==> src/rtl/da_wave_ctrl.sv <==
// da_wave_ctrl: DA waveform sequencer.
// A phase accumulator produces the waveform ROM read address. Returned samples
// are scaled by a programmable amplitude and driven to the AD9708 pins.
// Playback is continuous or a burst of N periods. New frequency and amplitude
// values take effect only at a period boundary (phase wrap).
// Optional build macro DA_WAVE_DITHER_EN adds LFSR dither to the address
// truncation. Without the macro the address is plain truncation of the phase.
module da_wave_ctrl #(
    parameter int PHASE_W = 32,
    parameter int ADDR_W  = 8,
    parameter int ROM_LAT = 1
) (
    input  logic               sys_clk,
    input  logic               rst,
    input  logic               cfg_valid,
    output logic               cfg_ready,
    input  logic [PHASE_W-1:0] cfg_freq,
    input  logic [7:0]         cfg_amp,
    input  logic [15:0]        cfg_cycles,
    input  logic               start,
    input  logic               stop,
    output logic [ADDR_W-1:0]  rd_addr,
    input  logic [7:0]         rd_data,
    output logic               da_clk,
    output logic [7:0]         da_data,
    output logic               busy,
    output logic               done
);

    typedef enum logic [1:0] {IDLE, RUN, DRAIN} state_t;

    state_t               state_q;
    logic [PHASE_W-1:0]   phase_q, phase_d;
    logic [PHASE_W-1:0]   freq_q, sh_freq_q;
    logic [7:0]           amp_q, sh_amp_q;
    logic [15:0]          cyc_q, sh_cyc_q;
    logic [15:0]          per_cnt_q;
    logic [1:0]           drain_cnt_q;
    logic                 pend_q;
    logic                 stop_req_q;
    logic                 done_q;
    logic [PHASE_W:0]     phase_sum;
    logic                 wrap;
    logic                 period_end;
    logic                 issue;

    // Datapath pipeline: a valid tag and the amplitude in force at issue time
    // travel alongside the ROM read, so a period boundary never rescales
    // samples that are still in flight.
    logic [ROM_LAT-1:0]       vld_pipe_q;
    logic [ROM_LAT-1:0][7:0]  amp_pipe_q;
    logic [7:0]               da_q;
    logic signed [8:0]        smp_s;
    logic signed [16:0]       smp_x, amp_x, prod;

    assign phase_sum  = {1'b0, phase_q} + {1'b0, freq_q};
    assign phase_d    = phase_sum[PHASE_W-1:0];
    assign wrap       = phase_sum[PHASE_W];
    assign issue      = (state_q == RUN);
    // A burst ends on the wrap that completes the programmed period count;
    // a pending stop also waits for a wrap so the last period is whole.
    assign period_end = wrap && (((cyc_q != 16'd0) && (per_cnt_q + 16'd1 == cyc_q)) || stop_req_q);

`ifdef DA_WAVE_DITHER_EN
    localparam int DSH = PHASE_W - ADDR_W - 8;
    logic [7:0]         lfsr_q;
    logic [PHASE_W-1:0] dith_phase;
    // Dither lands just below the address bits, so it moves the address by at most +1
    assign dith_phase = phase_q + (PHASE_W'(lfsr_q) << DSH);
    assign rd_addr    = issue ? ADDR_W'(dith_phase >> (PHASE_W - ADDR_W)) : '0;
`else
    assign rd_addr    = phase_q[PHASE_W-1 -: ADDR_W];
`endif

    assign cfg_ready = ~pend_q;
    assign busy      = (state_q != IDLE);
    assign done      = done_q;
    assign da_clk    = ~sys_clk;
    assign da_data   = da_q;

    // Control FSM: config shadowing, phase accumulation, period counting, drain
    always_ff @(posedge sys_clk) begin
        if (rst) begin
            state_q     <= IDLE;
            phase_q     <= '0;
            freq_q      <= '0;
            amp_q       <= '0;
            cyc_q       <= '0;
            sh_freq_q   <= '0;
            sh_amp_q    <= '0;
            sh_cyc_q    <= '0;
            per_cnt_q   <= '0;
            drain_cnt_q <= '0;
            pend_q      <= 1'b0;
            stop_req_q  <= 1'b0;
            done_q      <= 1'b0;
`ifdef DA_WAVE_DITHER_EN
            lfsr_q      <= 8'h01;
`endif
        end else begin
            done_q <= 1'b0;
            // accept and transfer are exclusive: one needs pend_q low, the other high
            if (cfg_valid && !pend_q) begin
                sh_freq_q <= cfg_freq;
                sh_amp_q  <= cfg_amp;
                sh_cyc_q  <= cfg_cycles;
                pend_q    <= 1'b1;
            end
            case (state_q)
                IDLE: begin
                    phase_q <= '0;
                    if (pend_q) begin
                        freq_q <= sh_freq_q;
                        amp_q  <= sh_amp_q;
                        cyc_q  <= sh_cyc_q;
                        pend_q <= 1'b0;
                    end
                    if (start && !stop) begin
                        state_q    <= RUN;
                        per_cnt_q  <= '0;
                        stop_req_q <= 1'b0;
                    end
                end
                RUN: begin
`ifdef DA_WAVE_DITHER_EN
                    lfsr_q <= {lfsr_q[6:0], lfsr_q[7] ^ lfsr_q[5] ^ lfsr_q[4] ^ lfsr_q[3]};
`endif
                    phase_q <= phase_d;
                    if (stop)
                        stop_req_q <= 1'b1;
                    if (wrap) begin
                        per_cnt_q <= per_cnt_q + 16'd1;
                        if (pend_q) begin
                            freq_q <= sh_freq_q;
                            amp_q  <= sh_amp_q;
                            cyc_q  <= sh_cyc_q;
                            pend_q <= 1'b0;
                        end
                    end
                    if (period_end) begin
                        state_q     <= DRAIN;
                        phase_q     <= '0;
                        drain_cnt_q <= '0;
                    end
                end
                DRAIN: begin
                    phase_q <= '0;
                    if (drain_cnt_q == 2'(ROM_LAT)) begin
                        state_q    <= IDLE;
                        done_q     <= 1'b1;
                        stop_req_q <= 1'b0;
                    end else begin
                        drain_cnt_q <= drain_cnt_q + 2'd1;
                    end
                end
                default: state_q <= IDLE;
            endcase
        end
    end

    assign smp_s = $signed({1'b0, rd_data}) - 9'sd128;
    assign smp_x = {{8{smp_s[8]}}, smp_s};
    assign amp_x = {9'b0, amp_pipe_q[ROM_LAT-1]};
    assign prod  = smp_x * amp_x;

    // Align ROM data with its issue tag, then scale around mid-scale 8'h80
    always_ff @(posedge sys_clk) begin
        if (rst) begin
            vld_pipe_q <= '0;
            amp_pipe_q <= '0;
            da_q       <= 8'h80;
        end else begin
            vld_pipe_q[0] <= issue;
            amp_pipe_q[0] <= amp_q;
            for (int k = 1; k < ROM_LAT; k++) begin
                vld_pipe_q[k] <= vld_pipe_q[k-1];
                amp_pipe_q[k] <= amp_pipe_q[k-1];
            end
            // arithmetic shift floors; 128 + floor(p/256) is always 0..254
            da_q <= vld_pipe_q[ROM_LAT-1] ? 8'((prod >>> 8) + 17'sd128) : 8'h80;
        end
    end

endmodule

==> config.mk <==
export PLATFORM = sky130hd
export DESIGN_NAME = da_wave_ctrl
export DESIGN_NICKNAME = d
export VERILOG_FILES = /design/src/rtl/da_wave_ctrl.sv
export SDC_FILE = /design/constraint.sdc
export NUM_CORES = 1
export LEC_CHECK = 0
export CAP_MARGIN = 0
export CORE_UTILIZATION = 34
export DETAILED_ROUTE_END_ITERATION = 12
export SLEW_MARGIN = 0
export SYNTH_ARGS = -nofsm -noshare
export SYNTH_HDL_FRONTEND = slang
export SYNTH_SLANG_ARGS = --single-unit
export TNS_END_PERCENT = 5
==> constraint.sdc <==
create_clock -name sys_clk -period 12.5 [get_ports sys_clk]
set_input_delay 2.5 -clock sys_clk [delete_from_list [all_inputs] [get_ports sys_clk]]
set_output_delay 2.5 -clock sys_clk [all_outputs]
set_load 0.05 [all_outputs]
==> impl_metrics.env <==
export IMPL_critPathRequiredTime_ns=10.00
export IMPL_drt_total_wl_um=24500
export IMPL_drc=0
export IMPL_antenna_left=0
export IMPL_rr_worst_depth=16
export IMPL_post_drt_via_cell_ratio=4.97
export IMPL_path_class="clock port to output port"
export IMPL_top_layer_used="met4"
export IMPL_cts_tree="done"
export IMPL_clk_path_buf_depth=2
export IMPL_timing_rr_start="amp_pipe_q[2]"
export IMPL_hold_start="vld_pipe_q"
export IMPL_initial_utilization_pct=34.7
export IMPL_grt_max_degree=74
export IMPL_root_buffer="clkbuf_16"
export IMPL_htree_levels=4
export IMPL_tns_ns=0
export IMPL_cap_violations=0
export IMPL_synth_top_area_cell="dfxtp_1"
export IMPL_syn_num_nets=1428
export IMPL_timing_final_max_slew_violations=0
export IMPL_routed_wl_met3_um=792
export IMPL_syn_instance_count=1245
export IMPL_clkTransAtPathRegs_ns=0.06
export IMPL_grt_pass1_wl_um=41600
export IMPL_ys_top_cells_by_count="dfxtp_1, nand2_1, inv_1"
export IMPL_yosysWarningCount=0
export IMPL_hold_depth=1
export IMPL_nets=1476
export IMPL_rsz0062_at_grt="no"
export IMPL_drtIter0Drc=384
export IMPL_numPortBuffers=88
export IMPL_reg2reg_slack_ns=7.70
export IMPL_die_area_sq_mm=0.0331
export IMPL_crit_slowest_cell="clkdlybuf4s50_1"
export IMPL_max_slew_worst_pin_slew_ns=1.09
export IMPL_dr_total_vias=8478
export IMPL_die_h_um=182
export IMPL_hold_buffers=0
export IMPL_die_x_um=182
export IMPL_drt_met1_wl_um=12200
export IMPL_wl_per_cell_um=14.3
export IMPL_final_layout_size_suffix_gt1_share_pct=4.45
export IMPL_synthFlopType="dfxtp_1"
export IMPL_peakVddDrop_mv=0.100
export IMPL_avgSynthCellArea_sq_um=8.83
export IMPL_finalInstanceArea_sq_mm=0.0127
export IMPL_grt_pass1_vias=8426
export IMPL_end_kind="output port"
export IMPL_crit_start="sys_clk"
export IMPL_synth_area_sq_mm=0.0110
export IMPL_synth_top_area_share_pct=33.5
export IMPL_ys_seq_elements=184
export IMPL_wl_met2_um=11100
export IMPL_clkLatencyLatePin_ns=0.44
export IMPL_cpMostUsedCell="clkbuf_16"
export IMPL_worst_setup_path_start_kind="clock port"
export IMPL_power_uw=1320
export IMPL_fill_cells=3218
export IMPL_drtPass1Iterations=5
export IMPL_synth_edf_count=0
export IMPL_num_antenna_cells=0
export IMPL_crit_chain="clkbuf_16, clkbuf_16, inv_1, clkdlybuf4s50_1"
export IMPL_ys_seq_area_share_pct=33.5
export IMPL_hp_class="flip-flop to flip-flop"
export IMPL_dpl_hpwl_um=18200
export IMPL_placed_cell_area_sq_mm=0.0121
export IMPL_p_leak_uw=0.00571
export IMPL_gp_congestion=0.838
export IMPL_synth_area_top_cells="dfxtp_1, fa_1, ha_1"
export IMPL_cp_arrival_ns=7.49
export IMPL_grt_usage_pct=15.5
export IMPL_crit_fanout=16
export IMPL_place_ws_ns=2.94
export IMPL_antenna_found_initial=0
export IMPL_postCtsResizedCells=0
export IMPL_overflow=0
export IMPL_setup_slack_ns=2.51
export IMPL_postCtsSetupRepairBufs=0
export IMPL_coreArea_sq_mm=0.0317
export IMPL_hold_viol=0
export IMPL_setup_viol_count_final=0
export IMPL_slew_headroom_pct=26.9
export IMPL_area_growth_pct=15.4
export IMPL_ios=89
export IMPL_numCtsBuffers=17
export IMPL_async_reset_ff_share_pct=0
export IMPL_outcome="finished clean"
export IMPL_ys_types=73
export IMPL_fin_worst_skew_ns=0.00972
export IMPL_rows=65
export IMPL_cpPeakStageDelay_ns=0.79
export IMPL_yosysMostFrequentCell="dfxtp_1"
export IMPL_p_per_area_mw_per_mm2=104
area by class of cell:
cell class,count,area [sq um],area share (%)
tap,402,503,3.96
clock buffer,19,439,3.46
timing repair buffer,92,906,7.14
multi-input combinational,895,6620,52.2
clock inverter,12,154,1.21
sequential,184,3680,29.0
inverter,101,379,2.99
where the power goes:
group	switching, uW	leakage [uW]	internal, uW
combinational	80.7	0.00393	59.5
clock	245	0.000287	318
sequential	13.2	0.00149	605
total	339	0.00571	982
critical path, delay by kind of cell:
family | cells | cell delay, ns
buf+inv | 4 | 1.23
metal layers:
layer	GRT usage, %	vias to the layer above
li1	-	4333
met5	0	-
met3	2.69	26
met4	5.08	0
met2	24.9	137
met1	20.9	3982
path summary, 6_finish.rpt:
path                              endpoint
worst max-delay path                da_clk
worst min-delay path            da_data[7]
worst max register to register  da_data[7]
worst min register to register  da_data[7]
cell families (layout without fill, tap and decap cells):
kind of cell	count (synthesis)	after routing	share of synthesized area [%]
XOR/XNOR	56	56	4.46
AO/OA/AOI/OAI	246	246	15.1
adder cells (fa/ha/maj)	114	114	16.5
multiplexers	56	56	5.10
buffers and inverters	166	224	6.40
flip-flops	184	184	33.5
AND/OR/NAND/NOR	423	423	18.9
flip-flops by register name, indices dropped and copies added, names as in the netlist:
signal / cells
freq_q: 32
state_q: 2
drain_cnt_q: 2
amp_pipe_q: 8
pend_q: 1
da_data: 8
phase_q: 32
cyc_q: 16
vld_pipe_q: 1
stop_req_q: 1
per_cnt_q: 16
done: 1
amp_q: 8
sh_cyc_q: 16
sh_amp_q: 8
sh_freq_q: 32
placed cells by master, fill, tap and decap left out, drive strengths merged, types with 12 or more instances in the layout:
cell type	Yosys	layout
o211ai	14	14
a22o	29	29
and2	44	44
dfxtp	184	184
nand4	12	12
a21o	13	13
o21ai	34	34
nor2b	18	18
a21oi	91	91
clkbuf	33	18
clkdlybuf4s50	0	87
nand3	18	18
xor2	23	23
xnor2	33	33
inv	102	103
ha	62	62
mux2i	56	56
nor3	18	18
nand2b	19	19
fa	52	52
nor2	93	93
nand2	159	159
metrics by stage:
stage / hold slack, ns / std cells / utilization, %
detailed placement: 0.411 / 1676 / 38.2
floorplan: 0.383 / 1245 / -
CTS: 0.433 / 1705 / 40.0
finish: 0.430 / 1705 / 40.0
global route: 0.464 / 1705 / 40.0
global placement: 0.392 / 1676 / 38.2
No activity file was read; power rests on OpenSTA's default activity.
